`src/rtl/muldiv_pkg.sv`:
```
// Shared encodings for the iterative multiply/divide unit: opcodes, FSM states
// and the iteration count used by the decode and control logic.
package muldiv_pkg;

    typedef enum logic [1:0] {
        OP_MULT  = 2'b00,
        OP_MULTU = 2'b01,
        OP_DIV   = 2'b10,
        OP_DIVU  = 2'b11
    } op_e;

    typedef enum logic [1:0] {
        S_IDLE = 2'b00,
        S_CALC = 2'b01,
        S_FIX  = 2'b10
    } state_e;

    localparam int unsigned ITER_COUNT = 32;
    localparam int          CNT_W      = $clog2(ITER_COUNT);

    // Magnitude of a 32-bit operand; unsigned ops pass the raw value through.
    function automatic logic [31:0] mag32(input logic [31:0] v, input logic is_signed);
        return (is_signed && v[31]) ? (32'd0 - v) : v;
    endfunction

endpackage

```
`src/rtl/muldiv_unit.sv`:
```
// Iterative 32x32 multiply / 32/32 divide with a fixed 33-cycle latency.
// One 64-bit shift register and one 34-bit adder serve both operations.
module muldiv_unit
    import muldiv_pkg::*;
(
    input  logic        clk,
    input  logic        reset,
    input  logic        start,
    input  logic [1:0]  op,
    input  logic [31:0] rs_data,
    input  logic [31:0] rt_data,
    output logic        busy,
    output logic        done,
    output logic [31:0] hi,
    output logic [31:0] lo,
    output logic        div_by_zero
);

    state_e             r_state;
    state_e             w_state_next;
    logic [CNT_W-1:0]   r_cnt;
    logic [63:0]        r_acc;
    logic [31:0]        r_opb;
    logic               r_is_div;
    logic               r_neg_lo;
    logic               r_neg_hi;
    logic [31:0]        r_hi;
    logic [31:0]        r_lo;
    logic               r_done;
    logic               r_dbz;

    logic               w_signed;
    logic               w_accept;
    logic               w_last;
    logic [33:0]        w_lhs;
    logic [33:0]        w_rhs;
    logic [33:0]        w_sum;
    logic [63:0]        w_acc_next;
    logic [63:0]        w_prod;
    logic [31:0]        w_quot;
    logic [31:0]        w_rem;

    assign w_signed = ~op[0];
    assign w_accept = (r_state == S_IDLE) && start;
    assign w_last   = (r_cnt == CNT_W'(ITER_COUNT - 1));

    always_ff @(posedge clk or negedge reset) begin
        if (!reset) r_state <= S_IDLE;
        else        r_state <= w_state_next;
    end

    always_comb begin
        w_state_next = r_state;
        case (r_state)
            S_IDLE:  if (start) w_state_next = S_CALC;
            S_CALC:  if (w_last) w_state_next = S_FIX;
            S_FIX:   w_state_next = S_IDLE;
            default: w_state_next = S_IDLE;
        endcase
    end

    // Multiply adds the multiplicand into the upper half and shifts right;
    // divide trial-subtracts the divisor from the left-shifted remainder.
    always_comb begin
        if (r_is_div) begin
            w_lhs = {1'b0, r_acc[63:31]};
            w_rhs = ~{2'b00, r_opb} + 34'd1;
        end else begin
            w_lhs = {2'b00, r_acc[63:32]};
            w_rhs = r_acc[0] ? {2'b00, r_opb} : 34'd0;
        end
        w_sum = w_lhs + w_rhs;
        if (!r_is_div)
            w_acc_next = {w_sum[32:0], r_acc[31:1]};
        else if (!w_sum[33])
            w_acc_next = {w_sum[31:0], r_acc[30:0], 1'b1};
        else
            w_acc_next = {r_acc[62:0], 1'b0};
    end

    assign w_prod = r_neg_lo ? (64'd0 - r_acc) : r_acc;
    assign w_quot = r_neg_lo ? (32'd0 - r_acc[31:0]) : r_acc[31:0];
    assign w_rem  = r_neg_hi ? (32'd0 - r_acc[63:32]) : r_acc[63:32];

    always_ff @(posedge clk or negedge reset) begin
        if (!reset) begin
            r_cnt    <= '0;
            r_acc    <= '0;
            r_opb    <= '0;
            r_is_div <= 1'b0;
            r_neg_lo <= 1'b0;
            r_neg_hi <= 1'b0;
            r_hi     <= '0;
            r_lo     <= '0;
            r_done   <= 1'b0;
            r_dbz    <= 1'b0;
        end else begin
            r_done <= 1'b0;
            if (w_accept) begin
                r_acc    <= {32'd0, mag32(rs_data, w_signed)};
                r_opb    <= mag32(rt_data, w_signed);
                r_is_div <= op[1];
                r_neg_lo <= w_signed & (rs_data[31] ^ rt_data[31]);
                r_neg_hi <= w_signed & op[1] & rs_data[31];
                r_dbz    <= op[1] && (rt_data == 32'd0);
                r_cnt    <= '0;
            end else if (r_state == S_CALC) begin
                r_acc <= w_acc_next;
                r_cnt <= r_cnt + 1'b1;
            end else if (r_state == S_FIX) begin
                r_done <= 1'b1;
                if (!r_is_div) begin
                    r_hi <= w_prod[63:32];
                    r_lo <= w_prod[31:0];
                end else begin
                    // A zero divisor leaves the dividend as remainder, which the
                    // sign fix restores to the raw rs_data value.
                    r_hi <= w_rem;
                    r_lo <= r_dbz ? 32'hFFFF_FFFF : w_quot;
                end
            end
        end
    end

    assign busy        = (r_state != S_IDLE);
    assign done        = r_done;
    assign hi          = r_hi;
    assign lo          = r_lo;
    assign div_by_zero = r_dbz;

endmodule

```
`config.mk`:
```
export PLATFORM = sky130hd
export DESIGN_NAME = muldiv_unit
export DESIGN_NICKNAME = d
export VERILOG_FILES = /design/src/rtl/muldiv_pkg.sv /design/src/rtl/muldiv_unit.sv
export SDC_FILE = /design/constraint.sdc
export NUM_CORES = 1
export LEC_CHECK = 0
export CAP_MARGIN = 0
export CORE_UTILIZATION = 40
export DETAILED_ROUTE_END_ITERATION = 8
export PLACE_DENSITY = 0.66
export SETUP_SLACK_MARGIN = 0.05
export SLEW_MARGIN = 20
export SYNTH_ARGS = -nofsm -noshare
export SYNTH_HDL_FRONTEND = slang
export SYNTH_SLANG_ARGS = --single-unit
```
`constraint.sdc`:
```
create_clock -name clk -period 5.01 [get_ports clk]
set_input_delay 1.2525 -clock clk [delete_from_list [all_inputs] [get_ports clk]]
set_output_delay 1.2525 -clock clk [all_outputs]
set_load 0.005 [all_outputs]
```
* Word level (Yosys, flattened, before mapping)
Cells that the tools add are included.
Word-level totals: input bits 69, flip-flop bits (word level) 172, output and inout bits 67, word-level logic and storage cells 65
Cells by class: multiplexer cells 23, bitwise operators 8, add/sub/neg operators 8, eq/ne operators 5, reductions and logical operators 10
Operators by type and width (count):
- $mux 64 | 5
- $mux 32 | 8
- $sub 1x32->32 const A | 4
- $sub 1x64->64 const A | 1
- $add 34x1->34 const B | 1
- $add 34x34->34 | 1
- $mux 34 | 1
- $not 32->34 | 1
- $mux 33 | 1
- $logic_not 32->1 | 1
- $mux 5 | 2
- $add 5x1->5 const B | 1
- $eq 5x5->1 const B | 1
- $logic_and 1x1->1 | 4
- $mux 2 | 2
- $ne 2x2->1 const B | 2
- $pmux 2 s2 | 1
- $reduce_bool 2->1 | 2
- $and 1x1->1 | 3
- $mux 1 | 3
- $not 1->1 | 3
- $reduce_and 3->1 | 1
- $eq 2x1->1 const B | 1
- $eq 2x2->1 const B | 1
- 3 further kinds | 3

* Depth between registers and ports, before layout
word-level depth 8, gate-level depth with buffers 21

* Least setup slack after synthesis
No wires, ideal clock.
path type flip-flop to flip-flop, start reg r_opb[7], end reg r_acc[63], data arrival time 4768 ps, period minus slack after synthesis 4862 ps, library setup time 94 ps, path slack 148 ps, required time 4916 ps, stages on the path, launching flop included 18, cells stage by stage dfrtp_1 -> or4_4 -> nor3_4 -> nand3b_2 -> or4_1 -> or2_1 -> nor3_1 -> xnor2_1 -> a22o_1 -> ha_1 -> nand4_1 -> nor3_1 -> a22o_1 -> or4_1 -> o211ai_2 -> buf_6 -> mux2_2 -> a211oi_1
On the way: cells in the longest elaborated chain, start to end 8
RTL lines:
- from (decl) | RTL line muldiv_unit.sv:23 | logic [31:0] r_opb;
- from (signal assigned) | RTL line muldiv_unit.sv:101 | r_opb <= mag32(rt_data, w_signed);
- $not 32->34 | RTL line muldiv_unit.sv:67 | w_rhs = ~{2'b00, r_opb} + 34'd1;
- $add 34x1->34 | RTL line muldiv_unit.sv:67
- $mux 34 (*) | RTL line muldiv_unit.sv:65 | if (r_is_div) begin
- $add 34x34->34 (*) | RTL line muldiv_unit.sv:72 | w_sum = w_lhs + w_rhs;
- $mux 64 | RTL line muldiv_unit.sv:75 | else if (!w_sum[33])
- $mux 64 (*) | RTL line muldiv_unit.sv:73 | if (!r_is_div)
- $mux 64 (*) | RTL line muldiv_unit.sv:107 | end else if (r_state == S_CALC) begin
- $mux 64 (*) | RTL line muldiv_unit.sv:99 | if (w_accept) begin
- to (signal assigned) | RTL line muldiv_unit.sv:100 | r_acc <= {32'd0, mag32(rs_data, w_signed)};
- to (signal assigned) | RTL line muldiv_unit.sv:108 | r_acc <= w_acc_next;
- to (decl) | RTL line muldiv_unit.sv:22 | logic [63:0] r_acc;
Every way passes the cells marked *; elsewhere a longest branch is shown, timed or not. The select of a mux whose other input is x is not followed. A chain may end at the register's enable or synchronous reset.

* Final worst setup path
start reg r_opb[8], end reg r_acc[58]
Same word-level chain as after synthesis.

==> results summary <==
Input and output buffers added on the ports amount to 135. The routed via count came out at 12946. The proportion of register bits with asynchronous set or reset after synthesis is between 90% and 100%. The boundary pin count is 136. The clock latency on the worst-skew pair is 0.45 ns.

The overall die area came out at 34900 µm². The placed wire-length estimate after detailed placement is around 30 mm. The final worst-path cycle share came out at between 90% and 100%.

The CTS buffer count came out at 17. After detailed routing, the number of vias per cell comes to 5.73. The proportion of netlist area held by the largest area contributor is 31.5%. During synthesis, Yosys emitted a total of 0 warnings. The final setup skew is 0.0106 ns. Summing all flip-flop and latch instances after layout gives around 4300 µm². The final instance count without filler cells is 2261. The count of cell types in the netlist is between 70 and 80. The library cell with the largest summed area after synthesis is sky130_fd_sc_hd__dfrtp_1. Counting flops and latches in the post-synthesis netlist gives 172.

The placeable core region is 33600 µm². The reg-to-reg endpoint is r_acc[58]$_DFFE_PN0P_. The H-tree generated during clock tree synthesis spans 4 levels. Data on the critical path arrives at its endpoint at between 5 and 6 ns. The post-synthesis area per instance is 8.03 µm². The path class of the tightest hold or removal check is flop to flop. The total of hold buffers inserted after clock tree synthesis is 0. For flop-to-flop paths, the worst setup slack is 0.14 ns. The sum of routed wire length over all layers came out at 40.2 mm.

The relative slew slack is 35.8%. Setup repair after global routing could not meet its margin everywhere. The critical path in this run is classified as flop to flop. The final count of negative-setup-slack endpoints came out at 0. After filler insertion, the fill cell instance count of the layout stands at 3261. The number of nets in the layout came out at between 1500 and 2000. The maximum buffer depth of the clock tree is 2. The endpoint required time on the critical path is between 5 and 6 ns. The worst hold path cell count came out at 2. The net count after synthesis came out at 1813.

The worst setup path is captured at a flop. The number of global-route vias before repair came out at approximately 12000. The summed instance area of the synthesized netlist came out at 13700 µm². The clock net in this run drives a total of 172 sinks. The timing-limited maximum frequency came out at 206 MHz.

The clock edge transition at the registers on the reported setup and hold paths is approximately 0.080 ns. For this run, design rule violations remaining after detail routing come to 0. The repair_antennas step left the layout with diodes totalling 0.

The sum of negative setup slack came out at 0 ns. Summed over all cells, the static leakage comes to 6.65 nW. The post-route netlist has 9.43% of its cells at a drive strength greater than 1. The tree is rooted in a sky130_fd_sc_hd__clkbuf_16.

The number of cells on the worst reg-to-reg path is 17. The area of the multi-input gates came out at 8860 µm². The critical path endpoint is r_acc[58]$_DFFE_PN0P_. Counting flops with a built-in enable in the synthesized netlist gives 0. The initial antenna violation count is 0. The total global routing track utilization is 23.1%. The count of mapped cells out of synthesis came out at roughly 1700. Ranked by total cell area, the synthesized netlist is headed by sky130_fd_sc_hd__dfrtp_1 31%, sky130_fd_sc_hd__o21ai_0 6.2%, sky130_fd_sc_hd__nand2_1 5.9%, sky130_fd_sc_hd__xor2_1 5.8%, sky130_fd_sc_hd__xnor2_1 5.2%. The max-slew violation count is 0. The maximum number of pins on one net before global-route repair is between 100 and 150.

The count of antenna-violating nets left after detailed routing is 0. Max-cap violations in this run came to 0. The die extent in y came out at 187 µm.

The area growth from synthesis to final layout came out at 19.7%. The slew at the pin closest to its max-slew limit came out at 0.963 ns. The effective utilization at floorplan came out at 40.7%. The run finished with clean final reports. The sequential-to-total area share from yosys stat came out at 31.5%. The number of rows created at floorplan is between 60 and 70. In this run the horizontal extent of the chip is roughly 190 µm. The worst setup path is launched from a flop. For the finished layout, the period the worst path requires is 4.87 ns. IR analysis of the VDD net gives a maximum drop of between 0.3 and 0.4 mV. The most used flip-flop cell after synthesis is sky130_fd_sc_hd__dfrtp_1. For this run, the detailed router's first-pass iteration total came to 5. In this run, the number of DRC markers left after iteration 0 of detailed routing was 996. Global routing finished with a remaining overflow of 0. The first global-routing pass estimated 65.4 mm of wire. In this run the worst setup path begins at r_opb[8]$_DFFE_PN0P_.

The highest net fanout along the worst path is 5. The number of endpoints with negative hold slack in the final report is 0. The total power divided by cell area is around 800 nW/µm². Routability-driven placement finished with a final weighted congestion of 0.991.

In this run the critical register-to-register path is launched from r_opb[8]$_DFFE_PN0P_. TritonCTS built the clock tree. The post-detailed-route wirelength per cell came out at 17.8 µm. The cell total after placement is ~2200.
[state kept, by name, summed over array words and instances, names as in the netlist]
register	cells
r_acc	64
hi	32
lo	32
r_opb	32
r_cnt	5
r_state	2
div_by_zero	1
done	1
r_is_div	1
r_neg_hi	1
r_neg_lo	1
[kinds of logic (layout without fill, tap and decap cells)]
logic type      count (synthesis)  in the layout  share of synthesized area, %
mux                            85             85                          6.52
flops                         172            172                          31.5
simple gates                  550            550                          19.1
buf+inv                       159            269                          4.71
fa+ha+maj                      41             41                          3.81
compound gates                525            525                          23.5
xor+xnor                      171            171                          11.0
[what timing repair did]
item / CTS / global route
endpoints found under the hold margin: 0 / 0
setup buffers: 0 / 5
gates resized for setup: 2 / 18
pin swaps: 1 / 12
endpoints found under the setup margin: 10 / 32
[worst min-delay path by stage]
stage / start / endpoint / slack, ns
after global placement: hi[21]$_DFFE_PN0P_ / hi[21]$_DFFE_PN0P_ / 0.46
after detailed placement: hi[0]$_DFFE_PN0P_ / hi[0]$_DFFE_PN0P_ / 0.47
after global routing: r_cnt[3]$_DFFE_PN0P_ / r_cnt[3]$_DFFE_PN0P_ / 0.50
after floorplan: r_cnt[3]$_DFFE_PN0P_ / r_cnt[3]$_DFFE_PN0P_ / 0.45
final: hi[24]$_DFFE_PN0P_ / hi[24]$_DFFE_PN0P_ / 0.48
after CTS: hi[0]$_DFFE_PN0P_ / hi[0]$_DFFE_PN0P_ / 0.49
[metal layers]
layer	vias up	share of wire, %	track usage [%]
met1	6122	48	33.5
met4	0	1.8	6.08
li1	6359	-	-
met3	41	5.6	3.15
met5	-	0	0
met2	424	44	35.8
[placed cells by master (no fill, tap or decap), types with 31 or more instances in the layout]
cell type and n:
sky130_fd_sc_hd__nor3_1 45, sky130_fd_sc_hd__buf_4 64, sky130_fd_sc_hd__xor2_1 90, sky130_fd_sc_hd__clkdlybuf4s50_1 134
sky130_fd_sc_hd__mux2_2 32, sky130_fd_sc_hd__inv_1 35, sky130_fd_sc_hd__o211ai_1 31, sky130_fd_sc_hd__o21ai_0 169
sky130_fd_sc_hd__nor2_1 126, sky130_fd_sc_hd__mux2i_1 53, sky130_fd_sc_hd__dfrtp_1 171, sky130_fd_sc_hd__nand2_1 212
sky130_fd_sc_hd__a21oi_1 128, sky130_fd_sc_hd__ha_1 36, sky130_fd_sc_hd__o21ai_1 46, sky130_fd_sc_hd__xnor2_1 81
[report_power, final]
| group | leakage, nW | switching [mW] | internal [mW] |
|---|---|---|---|
| sequential | 2.16 | 0.913 | 1.92 |
| clock | 0.298 | 0.673 | 0.725 |
| combinational | 4.19 | 5.06 | 3.79 |
| total | 6.65 | 6.65 | 6.44 |
[worst max-delay path: stages, from the launching register on]
cell and delay [ns]:
sky130_fd_sc_hd__dfrtp_1 0.38, sky130_fd_sc_hd__or4_4 0.57, sky130_fd_sc_hd__nor3_4 0.26, sky130_fd_sc_hd__nand3b_4 0.12, sky130_fd_sc_hd__or4_4 0.43, sky130_fd_sc_hd__or2_4 0.29
sky130_fd_sc_hd__nor3_2 0.12, sky130_fd_sc_hd__xnor2_1 0.14, sky130_fd_sc_hd__a22o_1 0.19, sky130_fd_sc_hd__ha_4 0.22, sky130_fd_sc_hd__nand4_1 0.18, sky130_fd_sc_hd__nor2_1 0.08
sky130_fd_sc_hd__a22o_1 0.24, sky130_fd_sc_hd__or4_4 0.49, sky130_fd_sc_hd__o211ai_4 0.29, sky130_fd_sc_hd__buf_4 0.16, sky130_fd_sc_hd__mux2_2 0.32, sky130_fd_sc_hd__a221o_1 0.28
[synth_stat cells (24+ instances only)]
cell type and n:
sky130_fd_sc_hd__a21oi_1 130, sky130_fd_sc_hd__a22oi_1 30, sky130_fd_sc_hd__clkbuf_1 102, sky130_fd_sc_hd__dfrtp_1 172
sky130_fd_sc_hd__ha_1 40, sky130_fd_sc_hd__inv_1 35, sky130_fd_sc_hd__mux2_2 32, sky130_fd_sc_hd__mux2i_1 53
sky130_fd_sc_hd__nand2_1 213, sky130_fd_sc_hd__nand3_1 30, sky130_fd_sc_hd__nor2_1 126, sky130_fd_sc_hd__nor3_1 49
sky130_fd_sc_hd__nor4_1 24, sky130_fd_sc_hd__o211ai_1 31, sky130_fd_sc_hd__o21ai_0 169, sky130_fd_sc_hd__o21ai_1 46
sky130_fd_sc_hd__o31ai_1 25, sky130_fd_sc_hd__xnor2_1 81, sky130_fd_sc_hd__xor2_1 90
[per-stage QoR]
stage          worst slack, ns  total power [mW]  cell area, µm²  util, %  hold WS [ns]
6_report                 0.145              13.1           16400     48.7         0.481
5_1_grt               -0.00629              14.1           16400     48.7         0.502
2_1_floorplan            0.148              8.83           13700        -         0.449
4_1_cts                 0.0506              12.8           16200     48.2         0.489
3_5_place_dp           -0.0221              11.4           15600     46.4         0.471
3_3_place_gp            0.0571              11.2           15600     46.4         0.462
[layout make-up]
class	instances	share of cell area, %
Tap cell	448	3.43
Inverter	35	0.803
Timing Repair Buffer	202	11.5
Multi-Input combinational cell	1372	54.2
Sequential cell	172	26.3
Clock inverter	15	1.17
Clock buffer	17	2.60
(Power assumes the default switching activity.)
